--- config.mk ---
export PLATFORM = sky130hd
export DESIGN_NAME = multicycle_ctrl
export DESIGN_NICKNAME = d
export VERILOG_FILES = /design/src/rtl/multicycle_ctrl.sv
export SDC_FILE = /design/constraint.sdc
export NUM_CORES = 1
export LEC_CHECK = 0
export CORE_ASPECT_RATIO = 0.8
export CORE_MARGIN = 5
export CORE_UTILIZATION = 40
export CTS_BUF_LIST = sky130_fd_sc_hd__clkbuf_8
export CTS_CLUSTER_DIAMETER = 80
export DETAILED_ROUTE_END_ITERATION = 6
export PLACE_DENSITY = 0.86
export SLEW_MARGIN = 30
export SYNTH_ARGS = -nofsm -noshare
export SYNTH_HDL_FRONTEND = slang
export SYNTH_SLANG_ARGS = --single-unit
--- constraint.sdc ---
create_clock -name clk -period 4 [get_ports clk]
set_clock_uncertainty 0.05 [all_clocks]
set_input_delay 0.8 -clock clk [delete_from_list [all_inputs] [get_ports clk]]
set_output_delay 0.8 -clock clk [all_outputs]
set_load 0.05 [all_outputs]
--- src/rtl/multicycle_ctrl.sv ---
// Multicycle MIPS control FSM.
// Sequences the shared datapath (single memory port, one ALU, IR/MDR/A/B/ALUOut)
// through FETCH, DECODE, EXEC, MEM and WB. Memory accesses stall on mem_ready_i.
//
// State table:
//   state  | meaning
//   FETCH  | read instruction at PC, PC+4 -> PC when memory is ready
//   DECODE | decode IR, ALU precomputes branch target into ALUOut, J/JAL finish here
//   EXEC   | ALU op / address calc / branch compare / JR, JALR finish here
//   MEM    | data access at ALUOut (LW read, SW write), held until ready
//   WB     | register file write-back
//
// Ports:
//   clk, rst_n              clock, async active-low reset
//   op_i, funct_i           IR[31:26], IR[5:0]
//   zero_i, sign_i          ALU status for branch decisions
//   mem_ready_i             memory completes the current request
//   mem_req_o .. wb_src_o   datapath controls (see select encodings below)
//   illegal_o               one-cycle pulse on an undecodable instruction
//   state_o                 current state, debug
module multicycle_ctrl #(
   parameter int STATE_W = 3
) (
   input  logic               clk,
   input  logic               rst_n,
   input  logic [5:0]         op_i,
   input  logic [5:0]         funct_i,
   input  logic               zero_i,
   input  logic               sign_i,
   input  logic               mem_ready_i,
   output logic               mem_req_o,
   output logic               mem_we_o,
   output logic               iord_o,
   output logic               ir_write_o,
   output logic               pc_write_o,
   output logic [1:0]         pc_src_o,
   output logic [1:0]         alu_srca_o,
   output logic [1:0]         alu_srcb_o,
   output logic [1:0]         ext_op_o,
   output logic [3:0]         alu_op_o,
   output logic               reg_write_o,
   output logic [1:0]         reg_dst_o,
   output logic [1:0]         wb_src_o,
   output logic               illegal_o,
   output logic [STATE_W-1:0] state_o
);

   typedef enum logic [STATE_W-1:0] {
      S_FETCH  = STATE_W'(0),
      S_DECODE = STATE_W'(1),
      S_EXEC   = STATE_W'(2),
      S_MEM    = STATE_W'(3),
      S_WB     = STATE_W'(4)
   } state_t;

   localparam logic [3:0] ALU_ADD  = 4'd0;
   localparam logic [3:0] ALU_SUB  = 4'd1;
   localparam logic [3:0] ALU_AND  = 4'd2;
   localparam logic [3:0] ALU_OR   = 4'd3;
   localparam logic [3:0] ALU_XOR  = 4'd4;
   localparam logic [3:0] ALU_NOR  = 4'd5;
   localparam logic [3:0] ALU_SLT  = 4'd6;
   localparam logic [3:0] ALU_SLTU = 4'd7;
   localparam logic [3:0] ALU_SHL  = 4'd8;
   localparam logic [3:0] ALU_SHR  = 4'd9;
   localparam logic [3:0] ALU_SAR  = 4'd10;

   state_t state_r, state_next;

   logic       is_ralu, is_shift, is_jr, is_jalr, is_ialu;
   logic       is_lw, is_sw, is_br, is_j, is_jal, is_lui, legal;
   logic       br_taken;
   logic [3:0] dec_alu;
   logic [1:0] dec_ext;

   always_comb begin
      is_ralu  = 1'b0;
      is_shift = 1'b0;
      is_jr    = 1'b0;
      is_jalr  = 1'b0;
      is_ialu  = 1'b0;
      is_lw    = 1'b0;
      is_sw    = 1'b0;
      is_br    = 1'b0;
      is_j     = 1'b0;
      is_jal   = 1'b0;
      is_lui   = 1'b0;
      br_taken = 1'b0;
      dec_alu  = ALU_ADD;
      dec_ext  = 2'b00;
      case (op_i)
         6'h00: begin
            case (funct_i)
               6'h00: begin is_ralu = 1'b1; is_shift = 1'b1; dec_alu = ALU_SHL; end
               6'h02: begin is_ralu = 1'b1; is_shift = 1'b1; dec_alu = ALU_SHR; end
               6'h03: begin is_ralu = 1'b1; is_shift = 1'b1; dec_alu = ALU_SAR; end
               6'h08: is_jr = 1'b1;
               6'h09: is_jalr = 1'b1;
               6'h20, 6'h21: begin is_ralu = 1'b1; dec_alu = ALU_ADD; end
               6'h22, 6'h23: begin is_ralu = 1'b1; dec_alu = ALU_SUB; end
               6'h24: begin is_ralu = 1'b1; dec_alu = ALU_AND; end
               6'h25: begin is_ralu = 1'b1; dec_alu = ALU_OR;  end
               6'h26: begin is_ralu = 1'b1; dec_alu = ALU_XOR; end
               6'h27: begin is_ralu = 1'b1; dec_alu = ALU_NOR; end
               6'h2A: begin is_ralu = 1'b1; dec_alu = ALU_SLT; end
               6'h2B: begin is_ralu = 1'b1; dec_alu = ALU_SLTU; end
               default: ;
            endcase
         end
         6'h02: is_j = 1'b1;
         6'h03: is_jal = 1'b1;
         6'h04: begin is_br = 1'b1; br_taken = zero_i; end
         6'h05: begin is_br = 1'b1; br_taken = !zero_i; end
         6'h06: begin is_br = 1'b1; br_taken = zero_i | sign_i; end
         6'h07: begin is_br = 1'b1; br_taken = !zero_i & !sign_i; end
         6'h08, 6'h09: begin is_ialu = 1'b1; dec_alu = ALU_ADD; end
         6'h0A: begin is_ialu = 1'b1; dec_alu = ALU_SLT; end
         6'h0B: begin is_ialu = 1'b1; dec_alu = ALU_SLTU; end
         6'h0C: begin is_ialu = 1'b1; dec_alu = ALU_AND; dec_ext = 2'b01; end
         6'h0D: begin is_ialu = 1'b1; dec_alu = ALU_OR;  dec_ext = 2'b01; end
         6'h0E: begin is_ialu = 1'b1; dec_alu = ALU_XOR; dec_ext = 2'b01; end
         6'h0F: is_lui = 1'b1;
         6'h23: is_lw = 1'b1;
         6'h2B: is_sw = 1'b1;
         default: ;
      endcase
   end

   assign legal = is_ralu | is_jr | is_jalr | is_ialu | is_lw | is_sw |
                  is_br | is_j | is_jal | is_lui;

   always_ff @(posedge clk or negedge rst_n) begin
      if (!rst_n) state_r <= S_FETCH;
      else        state_r <= state_next;
   end

   // Raw strobes are gated with rst_n below so nothing can fire while reset
   // is held, even though the state register already reads FETCH.
   logic mem_req, mem_we, ir_write, pc_write, reg_write, illegal;

   always_comb begin
      state_next = state_r;
      mem_req    = 1'b0;
      mem_we     = 1'b0;
      ir_write   = 1'b0;
      pc_write   = 1'b0;
      reg_write  = 1'b0;
      illegal    = 1'b0;
      iord_o     = 1'b0;
      pc_src_o   = 2'b00;
      alu_srca_o = 2'b00;
      alu_srcb_o = 2'b00;
      ext_op_o   = 2'b00;
      alu_op_o   = ALU_ADD;
      reg_dst_o  = 2'b00;
      wb_src_o   = 2'b00;
      case (state_r)
         S_FETCH: begin
            mem_req    = 1'b1;
            alu_srcb_o = 2'b01;
            if (mem_ready_i) begin
               ir_write   = 1'b1;
               pc_write   = 1'b1;
               state_next = S_DECODE;
            end
         end
         S_DECODE: begin
            alu_srcb_o = 2'b11;
            if (!legal) begin
               illegal    = 1'b1;
               state_next = S_FETCH;
            end else if (is_j || is_jal) begin
               pc_write   = 1'b1;
               pc_src_o   = 2'b10;
               state_next = S_FETCH;
               if (is_jal) begin
                  reg_write = 1'b1;
                  reg_dst_o = 2'b10;
                  wb_src_o  = 2'b10;
               end
            end else if (is_lui) begin
               state_next = S_WB;
            end else begin
               state_next = S_EXEC;
            end
         end
         S_EXEC: begin
            state_next = S_FETCH;
            if (is_ralu) begin
               alu_srca_o = is_shift ? 2'b10 : 2'b01;
               alu_op_o   = dec_alu;
               state_next = S_WB;
            end else if (is_ialu) begin
               alu_srca_o = 2'b01;
               alu_srcb_o = 2'b10;
               ext_op_o   = dec_ext;
               alu_op_o   = dec_alu;
               state_next = S_WB;
            end else if (is_lw || is_sw) begin
               alu_srca_o = 2'b01;
               alu_srcb_o = 2'b10;
               state_next = S_MEM;
            end else if (is_br) begin
               alu_srca_o = 2'b01;
               alu_op_o   = ALU_SUB;
               if (br_taken) begin
                  pc_write = 1'b1;
                  pc_src_o = 2'b01;
               end
            end else if (is_jr || is_jalr) begin
               pc_write = 1'b1;
               pc_src_o = 2'b11;
               if (is_jalr) begin
                  reg_write = 1'b1;
                  reg_dst_o = 2'b01;
                  wb_src_o  = 2'b10;
               end
            end
         end
         S_MEM: begin
            mem_req = 1'b1;
            iord_o  = 1'b1;
            mem_we  = is_sw;
            if (mem_ready_i) state_next = is_lw ? S_WB : S_FETCH;
         end
         S_WB: begin
            reg_write  = 1'b1;
            state_next = S_FETCH;
            if (is_ralu) begin
               reg_dst_o = 2'b01;
            end else if (is_lw) begin
               wb_src_o = 2'b01;
            end else if (is_lui) begin
               wb_src_o = 2'b11;
               ext_op_o = 2'b11;
            end
         end
         default: state_next = S_FETCH;
      endcase
   end

   assign mem_req_o   = mem_req   & rst_n;
   assign mem_we_o    = mem_we    & rst_n;
   assign ir_write_o  = ir_write  & rst_n;
   assign pc_write_o  = pc_write  & rst_n;
   assign reg_write_o = reg_write & rst_n;
   assign illegal_o   = illegal   & rst_n;
   assign state_o     = state_r;

endmodule
Yosys cells after proc, flatten, opt, wreduce, memory -nomap -nowiden
Index checks and enable logic that the tools add are counted.
- logic and storage cells: 175
- output and inout bits: 26
- input bits: 17
- register bits after elaboration: 3
- multiplexer cells: 105
- reductions and logical operators: 16
- bitwise gates (word level): 17
- eq/ne operators: 36
- operator list (operator ; count):
    $eq A6 B6 Y1 const B ; 12
    $eq A6 B4 Y1 const B ; 10
    $mux W2 ; 30
    $mux W1 ; 53
    $pmux W4 S10 ; 1
    $eq A6 B2 Y1 const B ; 4
    $eq A6 B3 Y1 const B ; 4
    $mux W3 ; 8
    $pmux W4 S6 ; 1
    $pmux W2 S3 ; 3
    $reduce_or A13 Y1 ; 1
    $logic_not A6 Y1 ; 2
    $mux W4 ; 3
    $pmux W3 S4 ; 1
    $or A1 B1 Y1 ; 10
    $pmux W2 S2 ; 2
    $and A1 B1 Y1 ; 7
    $reduce_or A7 Y1 ; 1
    $eq A3 B2 Y1 const B ; 2
    $pmux W1 S3 ; 2
    $reduce_or A3 Y1 ; 2
    $ne A2 B2 Y1 const B ; 2
    $pmux W1 S4 ; 1
    $reduce_or A2 Y1 ; 2
    7 further kinds ; 10

Depth between registers and ports, before layout
- depth after elaboration: 16
- mapped depth: 6
- mapped depth without buffers: 5

Least setup slack after synthesis
Ideal clock, no wire load.
- kind: in2out
- start: input funct_i[2]
- end: output ext_op_o[0]
- data required time: 3.150 ns
- path slack: -0.360 ns
- cell stages on the path: 6
- buffers on the path: 1
- data arrival time: 3.510 ns
- path through: clkbuf_1 -> inv_1 -> a311oi_1 -> nor2_1 -> nor3_1 -> o21bai_1
- cells in the longest elaborated chain, start to end: 6
- elaborated cells on any way between the ends: 19
- classes of those cells: 12 x eq/ne; 5 x mux; 2 x reduce/logical
- ends and longest elaborated chain (item ; line ; RTL):
    start: declaration ; 27 ; input logic [5:0] funct_i,
    $eq A6 B6 Y1 (tied with other cells) ; 93 ; case (funct_i)
    $reduce_or A13 Y1 (no source line) (*) ; n/a ;
    $mux W1 (*) ; 93 ;
    $mux W1 (*) ; 91 ; case (op_i)
    $mux W2 (on tied branches) ; 229, 189 ;
    $pmux W2 S2 (*) ; 157 ; case (state_r)
    end: declaration ; 39 ; output logic [1:0] ext_op_o,
Every way passes the cells marked *; elsewhere a longest branch is shown, timed or not.

Final worst setup path
- start: input op_i[2]
- end: output alu_op_o[2]
- cells in the longest elaborated chain, start to end: 6
- elaborated cells on any way between the ends: 15
- classes of those cells: 7 x eq/ne; 6 x mux; 2 x reduce/logical
- ends and longest elaborated chain (item ; line ; RTL):
    start: declaration ; 26 ; input logic [5:0] op_i,
    $eq A6 B4 Y1 ; 91 ;
    $reduce_or A7 Y1 (no source line) ; n/a ;
    $mux W1 ; 91 ;
    $mux W4 ; 193 ; end else if (is_ialu) begin
    $mux W4 (*) ; 189 ; if (is_ralu) begin
    $mux W4 (*) ; 157 ;
    end: declaration ; 40 ; output logic [3:0] alu_op_o,
Marked as above.

==> results.sh <==
export IMPL_hpwlAfterDp_mm=2.60
export IMPL_reg2regPathDepth=6
export IMPL_hp_start="state_o[2]$_DFFE_PN0P_"
export IMPL_diodes=0
export IMPL_leakage_nw=0.615
export IMPL_pre_cts_ws_ns=-0.0568
export IMPL_timing_setup_tns_ns=0
export IMPL_internal_power_uw=164
export IMPL_cp_end_kind="output pin"
export IMPL_placed_cells=197
export IMPL_avgSynthCellArea_sq_um=6.27
export IMPL_synth_area_leaders="dfrtp_1 9.5%, a21oi_1 6.3%, nor2_1 6.2%"
export IMPL_setup_viol=0
export IMPL_path_clk_slew_ns=0.03
export IMPL_ioPinCount=43
export IMPL_drv_cap=0
export IMPL_rows=14
export IMPL_hold_viol=0
export IMPL_wirelength_mm=3.18
export IMPL_r2r_slack_ns=2.36
export IMPL_worstHoldPathCells=1
export IMPL_root_buffer="clkbuf_8"
export IMPL_cpPeakStageDelay_ns=0.47
export IMPL_initial_utilization_pct=42.1
export IMPL_largest_reg_flops=3
export IMPL_grt_overflow=0
export IMPL_clockBufferDepth=2
export IMPL_p_switching_uw=125
export IMPL_finalCriticalPeriod_ns=3.90
export IMPL_ys_ff_latch=3
export IMPL_grt_pass1_wl_mm=5.43
export IMPL_required_ns=3.15
export IMPL_critPathTopFamily="simple AND/OR/NAND/NOR gates"
export IMPL_vias=1252
export IMPL_yosysTopAreaCell="dfrtp_1"
export IMPL_power_frac_seq_pct=14.0
export IMPL_outcome="finished, final reports clean"
export IMPL_crit_path_top_delay_cell="or4_4"
export IMPL_antenna_found_initial=0
export IMPL_synth_warnings=0
export IMPL_async_flop_share_pct=100
export IMPL_netlist_top_cells_count="13 x nor2_1, 12 x nand2_1, 10 x a21oi_1"
export IMPL_fp_dieH_um=49.7
export IMPL_drive_above_1_share_pct=27.8
export IMPL_wl_per_cell_um=15.6
export IMPL_worstHoldPathType="flop to flop"
export IMPL_place_congestion=0.869
export IMPL_peakVddDrop_mv=0.346
export IMPL_cpMostUsedCell="or4_4"
export IMPL_cts_made_buffers=3
export IMPL_dr_pass1_iters=4
export IMPL_tightestPinTransition_ns=0.522
export IMPL_combPwrFrac_pct=56.3
export IMPL_grt_max_degree=14
export IMPL_synth_edf_count=0
export IMPL_yosysMostFrequentCell="nor2_1"
export IMPL_relSlewSlack_pct=64.3
export IMPL_pwr_share_clk_pct=29.7
export IMPL_grt_pass1_vias=1212
export IMPL_synth_cells=126
export IMPL_reg2reg_to="state_o[0]$_DFFE_PN0P_"
export IMPL_coreArea_sq_um=1870
export IMPL_critPathBufInv=2
export IMPL_nNetsFinal=198
export IMPL_path_class="primary input to output pin"
export IMPL_cts_tree="built"
export IMPL_start_kind="primary input"
export IMPL_rr_startpoint="state_o[1]$_DFFE_PN0P_"
export IMPL_fin_cells=204
export IMPL_min_to="state_o[2]$_DFFE_PN0P_"
export IMPL_post_route_period_util_pct=97.5
export IMPL_rsz0062_at_grt="false"
export IMPL_clock_latency_ns=0.21
export IMPL_postSynth_topFlopCell="dfrtp_1"
export IMPL_worstPathMaxFanout=4
export IMPL_h_tree_depth=1
export IMPL_ant_nets=0
export IMPL_drcViolationCount=0
export IMPL_powerDensity_nw_per_um2=193
export IMPL_synth_fp_nets=143
export IMPL_fmax_ghz=0.256
export IMPL_track_usage_pct=22.9
export IMPL_syn2layout_area_growth_pct=90.5
export IMPL_viasPerCell=6.14
export IMPL_slew_viol_final=0
export IMPL_clkSinkCount=3
export IMPL_io_buffers=42
export IMPL_drtIter0Drc=76
export IMPL_swShare_pct=43.3
export IMPL_yosysTopAreaCellShare_pct=9.51
export IMPL_synthesis_area_sq_um=790
export IMPL_arrival_ns=3.05
export IMPL_dieArea_sq_um=2970
export IMPL_hold_buffers=0
export IMPL_whs_ns=0.589
export IMPL_die_w_um=59.7
export IMPL_yosysSeqAreaShare_pct=9.51
export IMPL_setup_ws_ns=0.101
export IMPL_yosys_cell_types_count=40
export IMPL_path_cells="clkdlybuf4s50_1 -> or4_4 -> or4_4 -> o22ai_1 -> nand4_1 -> a21oi_1 -> buf_12"
-- through the flow --
step,util (%),power [mW],area [sq um]
2_1_floorplan,-,0.131,798
3_3_place_gp,75.9,0.197,1420
3_5_place_dp,75.9,0.202,1420
4_1_cts,78.9,0.289,1480
5_1_grt,80.2,0.306,1500
6_report,80.2,0.290,1500
-- metal layers --
metal / up-vias / global-route usage [%] / share of wire [%]
li1: 580 / - / -
met1: 557 / 26.6 / 37
met2: 96 / 37.1 / 47
met3: 19 / 7.57 / 12
met4: 0 / 10.7 / 4.5
met5: - / 0 / 0
-- layout by cell type, fill, tap and decap left out, types with 2 or more instances in the layout --
master and n:
nand2b_1 5, nand4_1 3, nor4_1 3, nor3_1 4
nand3b_1 2, buf_4 24, nor2b_1 3, nor2_1 12
clkbuf_8 3, o21ai_0 4, xor2_1 3, buf_12 12
dlygate4sd2_1 3, nor3b_1 3, a21oi_1 9, clkdlybuf4s50_1 20
and3_1 7, or4_4 2, nand2_1 12, o21ai_2 2
dfrtp_1 3, nand3_1 7, inv_1 7, o22ai_1 3
-- power groups by stage --
stage	logic, mW	registers, mW	clock network, mW
after CTS	0.161	0.0404	0.0875
after detailed placement	0.161	0.0407	0
after floorplan	0.0873	0.0435	0
after global placement	0.156	0.0404	0
after global routing	0.174	0.0414	0.0914
final	0.163	0.0405	0.0860
-- logic make-up after synthesis --
group	synth area share (%)
compound gates	28.1
xor+xnor	4.44
buf+inv	7.13
flops	9.51
simple gates	50.9
-- worst reg2reg max path, cell delays in order, from the launching register on --
cell	delay (ns)
dfrtp_1	0.53
nor3b_1	0.23
buf_4	0.18
o21ai_2	0.07
buf_4	0.15
nand3b_1	0.19
a21oi_1	0.15
-- worst max path at each step --
stage / startpoint / endpoint / slack [ns] / cells after the start
after detailed placement: op_i[1] / pc_write_o / -0.06 / 7
final: op_i[2] / alu_op_o[2] / 0.10 / 7
after floorplan: op_i[1] / alu_op_o[2] / 0.08 / 5
after CTS: op_i[2] / pc_write_o / 0.01 / 7
after global placement: op_i[1] / pc_write_o / 0.01 / 7
after global routing: op_i[2] / alu_op_o[2] / 0.02 / 7
-- layout make-up --
| type | instances | area (sq um) |
|---|---|---|
| flip-flops and latches | 3 | 75.1 |
| inverters | 6 | 22.5 |
| fillers | 111 | 370 |
| clock inverters | 1 | 3.75 |
| multi-input cells | 108 | 684 |
| well taps | 24 | 30.0 |
| repair buffers | 59 | 647 |
| clock buffers | 3 | 41.3 |
-- timing repair --
action	in CTS	in global routing
endpoints found under the setup margin	6	8
pin swaps	5	3
gates resized for setup	4	4
setup buffers	2	1
No activity file was read; power rests on OpenSTA's default activity.
